File: config.mk
export PLATFORM = sky130hd
export DESIGN_NAME = inst_fetch_queue
export DESIGN_NICKNAME = d
export VERILOG_FILES = /design/src/rtl/inst_fetch_queue.sv
export SDC_FILE = /design/constraint.sdc
export NUM_CORES = 1
export LEC_CHECK = 0
export BUFFER_PORTS_ARGS = -buffer_cell sky130_fd_sc_hd__buf_2
export CORE_ASPECT_RATIO = 1.4
export CORE_MARGIN = 2
export CORE_UTILIZATION = 55
export CTS_CLUSTER_DIAMETER = 30
export DETAILED_ROUTE_END_ITERATION = 8
export HOLD_SLACK_MARGIN = 0.12
export PLACE_DENSITY = 0.84
export SKIP_LAST_GASP = 1
export SLEW_MARGIN = 25
export SYNTH_ARGS = -nofsm -noshare
export SYNTH_HDL_FRONTEND = slang
export SYNTH_SLANG_ARGS = --single-unit
export TNS_END_PERCENT = 5
File: constraint.sdc
create_clock -name clk_in -period 18.1 [get_ports clk_in]
set_input_delay 0 -clock clk_in [delete_from_list [all_inputs] [get_ports clk_in]]
set_output_delay 0 -clock clk_in [all_outputs]
set_load 0.05 [all_outputs]
File: src/rtl/inst_fetch_queue.sv
// Fetch stage: one-outstanding icache request, PC sequencing and an 8-entry instruction queue.
// Optional JAL next-PC prediction is enabled by defining FETCH_JAL_PREDICT_EN.
module inst_fetch_queue #(
  parameter int          QUEUE_DEPTH_LOG = 3,
  parameter logic [31:0] RESET_PC        = 32'h0
) (
  input  logic        clk_in,
  input  logic        rst_n_in,
  input  logic        rdy_in,
  input  logic        flush,
  input  logic [31:0] flush_pc,
  output logic        ic_req_valid,
  output logic [31:0] ic_req_addr,
  input  logic        ic_resp_valid,
  input  logic [31:0] ic_resp_inst,
  input  logic        deq_ready,
  output logic        inst_valid,
  output logic [31:0] inst_out,
  output logic [31:0] inst_pc,
  output logic        pred_taken
);

  localparam int DEPTH = 1 << QUEUE_DEPTH_LOG;
  localparam logic [QUEUE_DEPTH_LOG-1:0] PTR_ONE = {{(QUEUE_DEPTH_LOG-1){1'b0}}, 1'b1};
  localparam logic [QUEUE_DEPTH_LOG:0]   CNT_ONE = {{QUEUE_DEPTH_LOG{1'b0}}, 1'b1};

  typedef enum logic {S_IDLE, S_WAIT} state_t;

  state_t                     r_state;
  logic [31:0]                r_fetch_pc;
  logic [QUEUE_DEPTH_LOG-1:0] r_head;
  logic [QUEUE_DEPTH_LOG-1:0] r_tail;
  logic [QUEUE_DEPTH_LOG:0]   r_count;
  logic                       r_discard;
  logic                       r_req_valid;
  logic [31:0]                r_req_addr;

  logic [31:0] r_inst_mem [0:DEPTH-1];
  logic [31:0] r_pc_mem   [0:DEPTH-1];

  logic        w_push;
  logic        w_pop;
  logic [31:0] w_next_pc;
  logic        w_unused_ok;

  assign w_unused_ok = &{1'b0, flush_pc[1:0]};

`ifdef FETCH_JAL_PREDICT_EN
  logic [20:0] w_jal_imm;
  logic        w_is_jal;
  logic        r_pred_mem [0:DEPTH-1];

  assign w_jal_imm = {ic_resp_inst[31], ic_resp_inst[19:12], ic_resp_inst[20],
                      ic_resp_inst[30:21], 1'b0};
  assign w_is_jal  = (ic_resp_inst[6:0] == 7'b1101111);
  assign w_next_pc = w_is_jal ? r_fetch_pc + {{11{w_jal_imm[20]}}, w_jal_imm}
                              : r_fetch_pc + 32'd4;
  assign pred_taken = inst_valid ? r_pred_mem[r_head] : 1'b0;

  always_ff @(posedge clk_in) begin
    if (w_push) r_pred_mem[r_tail] <= w_is_jal;
  end
`else
  assign w_next_pc  = r_fetch_pc + 32'd4;
  assign pred_taken = 1'b0;
`endif

  assign inst_valid   = (r_count != '0);
  // Gate head data so outputs read 0 while empty, including straight out of reset
  assign inst_out     = inst_valid ? r_inst_mem[r_head] : 32'h0;
  assign inst_pc      = inst_valid ? r_pc_mem[r_head]   : 32'h0;
  assign ic_req_valid = r_req_valid & rdy_in;
  assign ic_req_addr  = r_req_addr;

  assign w_pop  = inst_valid && deq_ready && rdy_in && !flush;
  assign w_push = rdy_in && !flush && (r_state == S_WAIT) && ic_resp_valid && !r_discard;

  always_ff @(posedge clk_in) begin
    if (w_push) begin
      r_inst_mem[r_tail] <= ic_resp_inst;
      r_pc_mem[r_tail]   <= r_fetch_pc;
    end
  end

  always_ff @(posedge clk_in or negedge rst_n_in) begin
    if (!rst_n_in) begin
      r_state     <= S_IDLE;
      r_fetch_pc  <= RESET_PC;
      r_head      <= '0;
      r_tail      <= '0;
      r_count     <= '0;
      r_discard   <= 1'b0;
      r_req_valid <= 1'b0;
      r_req_addr  <= 32'h0;
    end else if (rdy_in) begin
      r_req_valid <= 1'b0;
      if (flush) begin
        r_head     <= '0;
        r_tail     <= '0;
        r_count    <= '0;
        r_fetch_pc <= {flush_pc[31:2], 2'b00};
        // An in-flight request with no response yet must have its reply swallowed later
        if (r_state == S_WAIT && !ic_resp_valid) begin
          r_discard <= 1'b1;
        end else begin
          r_discard <= 1'b0;
          r_state   <= S_IDLE;
        end
      end else begin
        if (w_push) r_tail <= r_tail + PTR_ONE;
        if (w_pop)  r_head <= r_head + PTR_ONE;
        case ({w_push, w_pop})
          2'b10:   r_count <= r_count + CNT_ONE;
          2'b01:   r_count <= r_count - CNT_ONE;
          default: r_count <= r_count;
        endcase
        case (r_state)
          S_IDLE: begin
            if (!r_count[QUEUE_DEPTH_LOG]) begin
              r_req_valid <= 1'b1;
              r_req_addr  <= r_fetch_pc;
              r_state     <= S_WAIT;
            end
          end
          S_WAIT: begin
            if (ic_resp_valid) begin
              r_state   <= S_IDLE;
              r_discard <= 1'b0;
              if (!r_discard) r_fetch_pc <= w_next_pc;
            end
          end
          default: r_state <= S_IDLE;
        endcase
      end
    end
  end

endmodule

==> metrics.md, run 1 <==
| Metric | Value |
|---|---|
| Outcome | `finished, final reports clean` |
| Total Nets Final | `~1500` |
| DIE WIDTH | `176 um` |
| Slowest stage delay, CP | `~1.0 ns` |
| Area of the core | `just over 0.04 sq mm` |
| Final setup TNS | `0 ns` |
| Drt first pass iters | `5` |
| Final ANT Viol Nets | `0` |
| Clock sinks | `approximately 570` |
| CTS root buffer | `clkbuf_16` |
| Via Count | `approximately 13000` |
| Share of the synthesized area in the top cell type | `0.651` |
| Crit path max-delay family | `buffers and inverters` |
| Largest net degree at the start of global routing | `74` |
| Worst Tran Pin Value | `1.05 ns` |
| Worst clock skew | `0.0199 ns` |
| Final hold violations | `0` |
| Grt ovf | `0` |
| Area growth syn-to-layout | `19.9%` |
| Ys flop type | `edfxtp_1` |
| EDFF count, synth | `around 500` |
| Combinational Power Share | `0.332` |
| Psw | `around 1.7 mW` |
| # DRC | `0` |
| WL final | `55900 um` |
| Critical path buffers and inverters | `2` |
| CP required | `roughly 18 ns` |
| Flop pwr share | `0.366` |
| Gpl congestion | `around 0.9` |
| Hold Path Class | `primary input to register` |
| HP Start | `rdy_in` |
| RSZ-0062 raised after global routing | `false` |
| Cells after Synth | `1202` |
| Port-buffer cells | `161` |
| PD cells | `166 mW/mm^2` |
| Initial antenna violation count | `0` |
| Final Slew Violations | `0` |
| Initial core utilization | `0.557` |
| Maximum clock rate | `about 270 MHz` |
| Nature of the critical path endpoint | `primary output` |
| Largest area contributor in the netlist | `edfxtp_1` |
| Die area | `approximately 0.043 sq mm` |
| Non-Filler Instances | `a little over 2000` |
| H-tree depth | `3` |
| Global Route Usage Sum | `0.264` |
| Max_cap viols | `0` |
| CTS clk-pin slew, worst paths | `approximately 0.050 ns` |
| Initial detailed-routing violation count | `1399` |
| Syn avg cell area | `roughly 19 sq um` |
| TritonCTS clock tree | `built` |
| Worst Path Max Fanout | `64` |
| DIE HEIGHT | `245 um` |
| Final period utilization | `0.203` |
| Top Ports | `about 170` |
| Final instance area | `about 0.027 sq mm` |
| Crit Reg-Reg Startpoint | `r_state` |
| Ys async rst share | `0.128` |
| Synth cell count leaders | `edfxtp_1 (496), mux4_2 (124), nor2_1 (86)` |
| Setup Fix Bufs, Post-CTS | `0` |
| Final setup fails | `0` |
| Int Pwr | `roughly 2.8 mW` |
| Cts repair resizes | `0` |
| Layout cells sized above 1 | `0.302` |
| Yosys reg bits | `~570` |
| Cell with the most instances after synthesis | `edfxtp_1` |
| Vias in the first global route | `13800` |
| Clock share of power | `0.302` |
| CP Class | `register to primary output` |
| Max IR drop VDD | `about 140 uV` |
| Leak | `between 9 and 10 nW` |
| Worst EP arrival | `roughly 3.7 ns` |
| DP Area | `~0.024 sq mm` |
| Routed len/inst | `27.2 um` |
| # diodes | `0` |
| CP cell instances | `buf_4 -> mux4_2 -> mux2i_1 -> nor2_1 -> buf_2` |
| Vias per Instance | `6.38` |
| Netlist cell types | `66` |
| Post-DP HPWL | `26800 um` |
| Crit path max-delay cell type | `dfrtp_4` |
| Hold_buf cts | `87` |
| Clock latency on the worst-skew pair | `0.59 ns` |
| First-pass GRT wire length | `~84000 um` |
| CTS Buf Count | `69` |
| Worst slew margin | `0.295` |
| Sw frac | `0.379` |
| Placed cell count | `about 1800` |
| Fin crit period | `3.68 ns` |
| Ranking of synthesized cells by area | `edfxtp_1 (65%), mux4_2 (12%), dfrtp_1 (8.0%), mux2i_1 (3.2%), mux2_2 (1.4%)` |
| Sequential fraction of the synthesis area | `0.731` |
| Num rows | `slightly below 90` |
| Cell Area, Synth | `~0.023 sq mm` |
| Critical path origin | `r_head[1]` |
| Max Root-Sink Buffers | `3` |
| CP Launch Type | `register` |
| Yosys synthesis warning count | `0` |
placed cells by master (no fill, tap or decap), drive strengths merged, types with 15 or more instances in the layout:
cell and count:
buf 178, clkbuf 87, clkinv 15, dfrtp 73, dlygate4sd3 88, edfxtp 496, inv 20, mux2 30
mux2i 72, mux4 124, nand2 28, nand4 17, nor2 86, nor3 15, o21ai 17
path summary, 6_finish.rpt:
kind | end | slack (ns) | cells past startpoint
setup / recovery | inst_pc[23] | 14.42 | 5
hold / removal | r_fetch_pc[30] | 0.19 | 4
setup reg to reg | r_inst_mem[5][1] | 14.89 | 6
hold reg to reg | r_req_valid | 0.49 | 1
max in group asynchronous | r_head[0] | 16.96 | 3
min in group asynchronous | ic_req_addr[19] | 0.56 | 3
flip-flops by register name, indices dropped and copies added, names as in the netlist, 3 cells and up:
signal and flops:
r_fetch_pc 30, r_tail 3, r_count 4, ic_req_addr 30
r_inst_mem 256, r_head 3, r_pc_mem 240
kinds of logic after synthesis:
logic type / share of synthesized area
DFF: 0.731
buffers and inverters: 0.0177
muxes: 0.168
xor gates and xnor gates: 0.00416
and+or+nand+nor: 0.0466
AOI/OAI and AO/OA: 0.0291
adders and majority gates: 0.00274
other: 0.000164
cell type report:
type                       instances  area [sq um]
inverter                           8          30.0
sequential                       569         16700
tap                              540           676
timing repair buffer             266          1860
fill                            2488         13600
clock buffer                      87          1880
multi-input combinational        549          5830
clock inverter                    39           428
routing by layer:
metal / track usage / vias to the layer above / share of wire
met2: 0.456 / 864 / 0.53
met4: 0.124 / 0 / 0.037
li1: - / 5422 / -
met5: 0 / - / 0
met3: 0.0410 / 141 / 0.077
met1: 0.328 / 6696 / 0.36
tightest hold or removal path: stages:
cell      delay [ns]
buf_2           0.30
nand4_1         0.22
or3_1           0.11
o211ai_1        0.08
power by group through the flow:
stage / clock (mW) / combinational (mW) / sequential (mW)
floorplan: 0 / 1.07 / 1.70
CTS: 1.39 / 1.51 / 1.66
detailed placement: 0 / 1.46 / 1.68
finish: 1.38 / 1.51 / 1.66
global placement: 0 / 1.45 / 1.68
global route: 1.44 / 1.58 / 1.68
metrics by stage:
| step | power (mW) | worst slack (ns) | hold slack, ns | util |
|---|---|---|---|---|
| after floorplan | 2.78 | 12.06 | -0.296 | - |
| after global placement | 3.12 | 14.85 | 0.214 | 0.589 |
| after detailed placement | 3.15 | 14.85 | 0.213 | 0.590 |
| after CTS | 4.56 | 14.17 | 0.133 | 0.667 |
| after global routing | 4.69 | 14.27 | 0.211 | 0.668 |
| final | 4.55 | 14.42 | 0.193 | 0.668 |
(Power assumes the default switching activity.)
==> run 2: changes to the inputs <==
Settings changed: ABC_AREA set to 1.
Clock period 18.1 ns to 3.78 ns, I/O delays scaled along.
==> metrics.md, run 2 <==
| Metric | Value |
|---|---|
| Syn avg cell area | `~12 sq um` |
| Routed len/inst | `20.5 um` |
| Final Slew Violations | `0` |
| Drt first pass iters | `6` |
| Ranking of synthesized cells by area | `edfxtp_1 (64%), nor2_1 (9.1%), dfrtp_1 (7.8%), o32ai_1 (4.6%), o21ai_0 (4.3%)` |
| Top Registers | `r_inst_mem: 256 flops, r_pc_mem: 240 flops` |
| Sequential fraction of the synthesis area | `0.715` |
| Highest-count cells in the layout ignoring fill and taps | `nor2_1 (562), edfxtp_1 (496), o21ai_0 (199), buf_2 (160), nand2_1 (145)` |
| Hold depth | `2` |
| Cells after Synth | `1972` |
| Num rows | `between 80 and 90` |
| EDFF count, synth | `496` |
| Flop2flop setup slack | `~0.76 ns` |
| Largest register FFs | `between 200 and 300` |
| RSZ-0062 raised after global routing | `false` |
| Util after Layout | `0.665` |
| CP required | `between 3 and 4 ns` |
| CP Launch Type | `register` |
| First-pass GRT wire length | `89300 um` |
| Initial detailed-routing violation count | `1852` |
| Total Nets Final | `roughly 2300` |
| Setup Fix Bufs, Post-CTS | `0` |
| Clock latency on the worst-skew pair | `0.60 ns` |
| Area of the core | `~0.042 sq mm` |
| Nature of the critical path endpoint | `primary output` |
| Via Count | `approximately 17000` |
| Cell with the most instances after synthesis | `nor2_1` |
| Endpoint, Worst Hold | `r_inst_mem[3][31]` |
| Worst R2R Path Depth | `9` |
| Layout cells sized above 1 | `0.150` |
| Final setup fails | `0` |
| Gpl congestion | `around 0.91` |
| Largest net degree at the start of global routing | `163` |
| Vias in the first global route | `approximately 17000` |
| Max Root-Sink Buffers | `3` |
| Final ANT Viol Nets | `0` |
| Synth cell count leaders | `nor2_1 (568), edfxtp_1 (496), o21ai_0 (199)` |
| DIE WIDTH | `approximately 180 um` |
| Worst clock skew | `about 0.021 ns` |
| HP Start | `ic_resp_inst[31]` |
| Largest area contributor in the netlist | `edfxtp_1` |
| PD cells | `around 760 mW/mm^2` |
| Global Route Usage Sum | `0.263` |
| Ys flop type | `edfxtp_1` |
| Worst EP arrival | `roughly 3.1 ns` |
| Yosys reg bits | `roughly 570` |
| Pre-CTS setup slack | `1.24 ns` |
| Metal3 WL | `~4900 um` |
| Final period utilization | `0.820` |
| Grt ovf | `0` |
| Commonest non-fill, non-tap cell in the layout | `nor2_1` |
| WL final | `57500 um` |
| Fin crit period | `around 3.1 ns` |
| Final setup margin | `approximately 0.68 ns` |
| Worst slew margin | `0.321` |
| Port-buffer cells | `roughly 160` |
| Initial core utilization | `0.555` |
| Crit Reg-Reg Startpoint | `r_fetch_pc[3]` |
| Post-DP HPWL | `approximately 30000 um` |
| WL met2 | `29000 um` |
| Cell Area, Synth | `0.0234 sq mm` |
| Ys async rst share | `0.128` |
| Max_cap viols | `0` |
| Final hold violations | `0` |
| Hold Path Class | `primary input to register` |
| CTS Buf Count | `74` |
| Worst r2r dst | `r_fetch_pc[10]` |
| Netlist cell types | `37` |
| CTS root buffer | `clkbuf_16` |
| DIE HEIGHT | `248 um` |
| Top Ports | `roughly 170` |
| TritonCTS clock tree | `built` |
| Maximum clock rate | `about 320 MHz` |
| Share of the synthesized area in the top cell type | `0.637` |
| Top layer in use | `met4` |
| Leak | `10.2 nW` |
| Outcome | `finished, final reports clean` |
| Max IR drop VDD | `between 600 and 700 uV` |
| # DRC | `0` |
| WL met1 | `roughly 21000 um` |
| CTS clk-pin slew, worst paths | `roughly 0.06 ns` |
| Tot Pwr | `about 21 mW` |
| Yosys synthesis warning count | `0` |
| Initial antenna violation count | `1` |
| CP Class | `register to primary output` |
| Die area | `0.0442 sq mm` |
| Clock sinks | `roughly 570` |
| H-tree depth | `3` |
| Area growth syn-to-layout | `19.8%` |
| Worst Tran Pin Value | `around 1 ns` |
| Worst Path Max Fanout | `~160` |
| Most flops, register | `r_inst_mem` |
| Vias per Instance | `around 6` |
==> run 2: worst max-delay path, stage by stage (launching register included) <==
cell     delay, ns
dfrtp_4       0.55
buf_12        0.45
nor2_1        0.13
o32ai_1       0.36
o21ai_0       0.16
nor2_1        0.34
buf_2         0.34
==> run 2: worst max path at each step <==
stage	from	slack, ns	cells after the start	end
finish	r_head[0]	0.68	6	inst_pc[31]
global route	r_head[0]	0.65	6	inst_pc[16]
CTS	r_head[1]	0.56	6	inst_out[11]
detailed placement	r_head[1]	1.24	6	inst_out[4]
global placement	r_head[1]	1.28	6	inst_out[4]
floorplan	r_state	-1.72	6	r_inst_mem[3][0]
==> run 2: report_power, final <==
group | leakage (nW) | total, mW | switching (mW) | internal, mW
registers | 5.37 | 7.81 | 0.495 | 7.32
logic | 3.64 | 6.40 | 4.83 | 1.57
clock network | 1.23 | 7.00 | 2.72 | 4.28
==> run 2: routing by layer <==
| layer | vias up | track usage |
|---|---|---|
| met5 | - | 0 |
| met4 | 0 | 0.156 |
| met3 | 159 | 0.0392 |
| met2 | 961 | 0.436 |
| met1 | 8197 | 0.329 |
| li1 | 7525 | - |
==> run 2: kinds of logic after synthesis <==
| family | after synthesis | synth area share |
|---|---|---|
| muxes | 1 | 0.000482 |
| buffers and inverters | 195 | 0.0390 |
| AOI/OAI and AO/OA | 418 | 0.111 |
| and+or+nand+nor | 779 | 0.130 |
| adders and majority gates | 5 | 0.00268 |
| xor gates and xnor gates | 4 | 0.00150 |
| DFF | 569 | 0.715 |
| other | 1 | 0.000160 |
==> run 2: timing repair <==
action / 4_1_cts / 5_1_grt
hold buffers: 76 / 0
hold endpoints to repair: 371 / 0
endpoints found under the setup margin: 0 / 0
gates resized for setup: 0 / 0
==> run 2: layout make-up <==
type	count	area [sq um]
Sequential cell	569	16700
Fill cell	2788	14100
Multi-Input combinational cell	1212	5830
Timing Repair Buffer	268	1990
Clock buffer	87	1960
Tap cell	546	683
Clock inverter	48	553
Inverter	68	260
Antenna cell	2	5.00
==> run 2: per-stage QoR <==
step | area, sq um | TNS [ns] | cells | hold WS [ns]
after floorplan | 23400 | -121.99 | 1976 | -0.296
after global placement | 24700 | 0 | 2586 | 0.188
after detailed placement | 24700 | 0 | 2586 | 0.199
after CTS | 28000 | 0 | 2797 | 0.191
after global routing | 28000 | 0 | 2799 | 0.234
final | 28000 | 0 | 2800 | 0.219
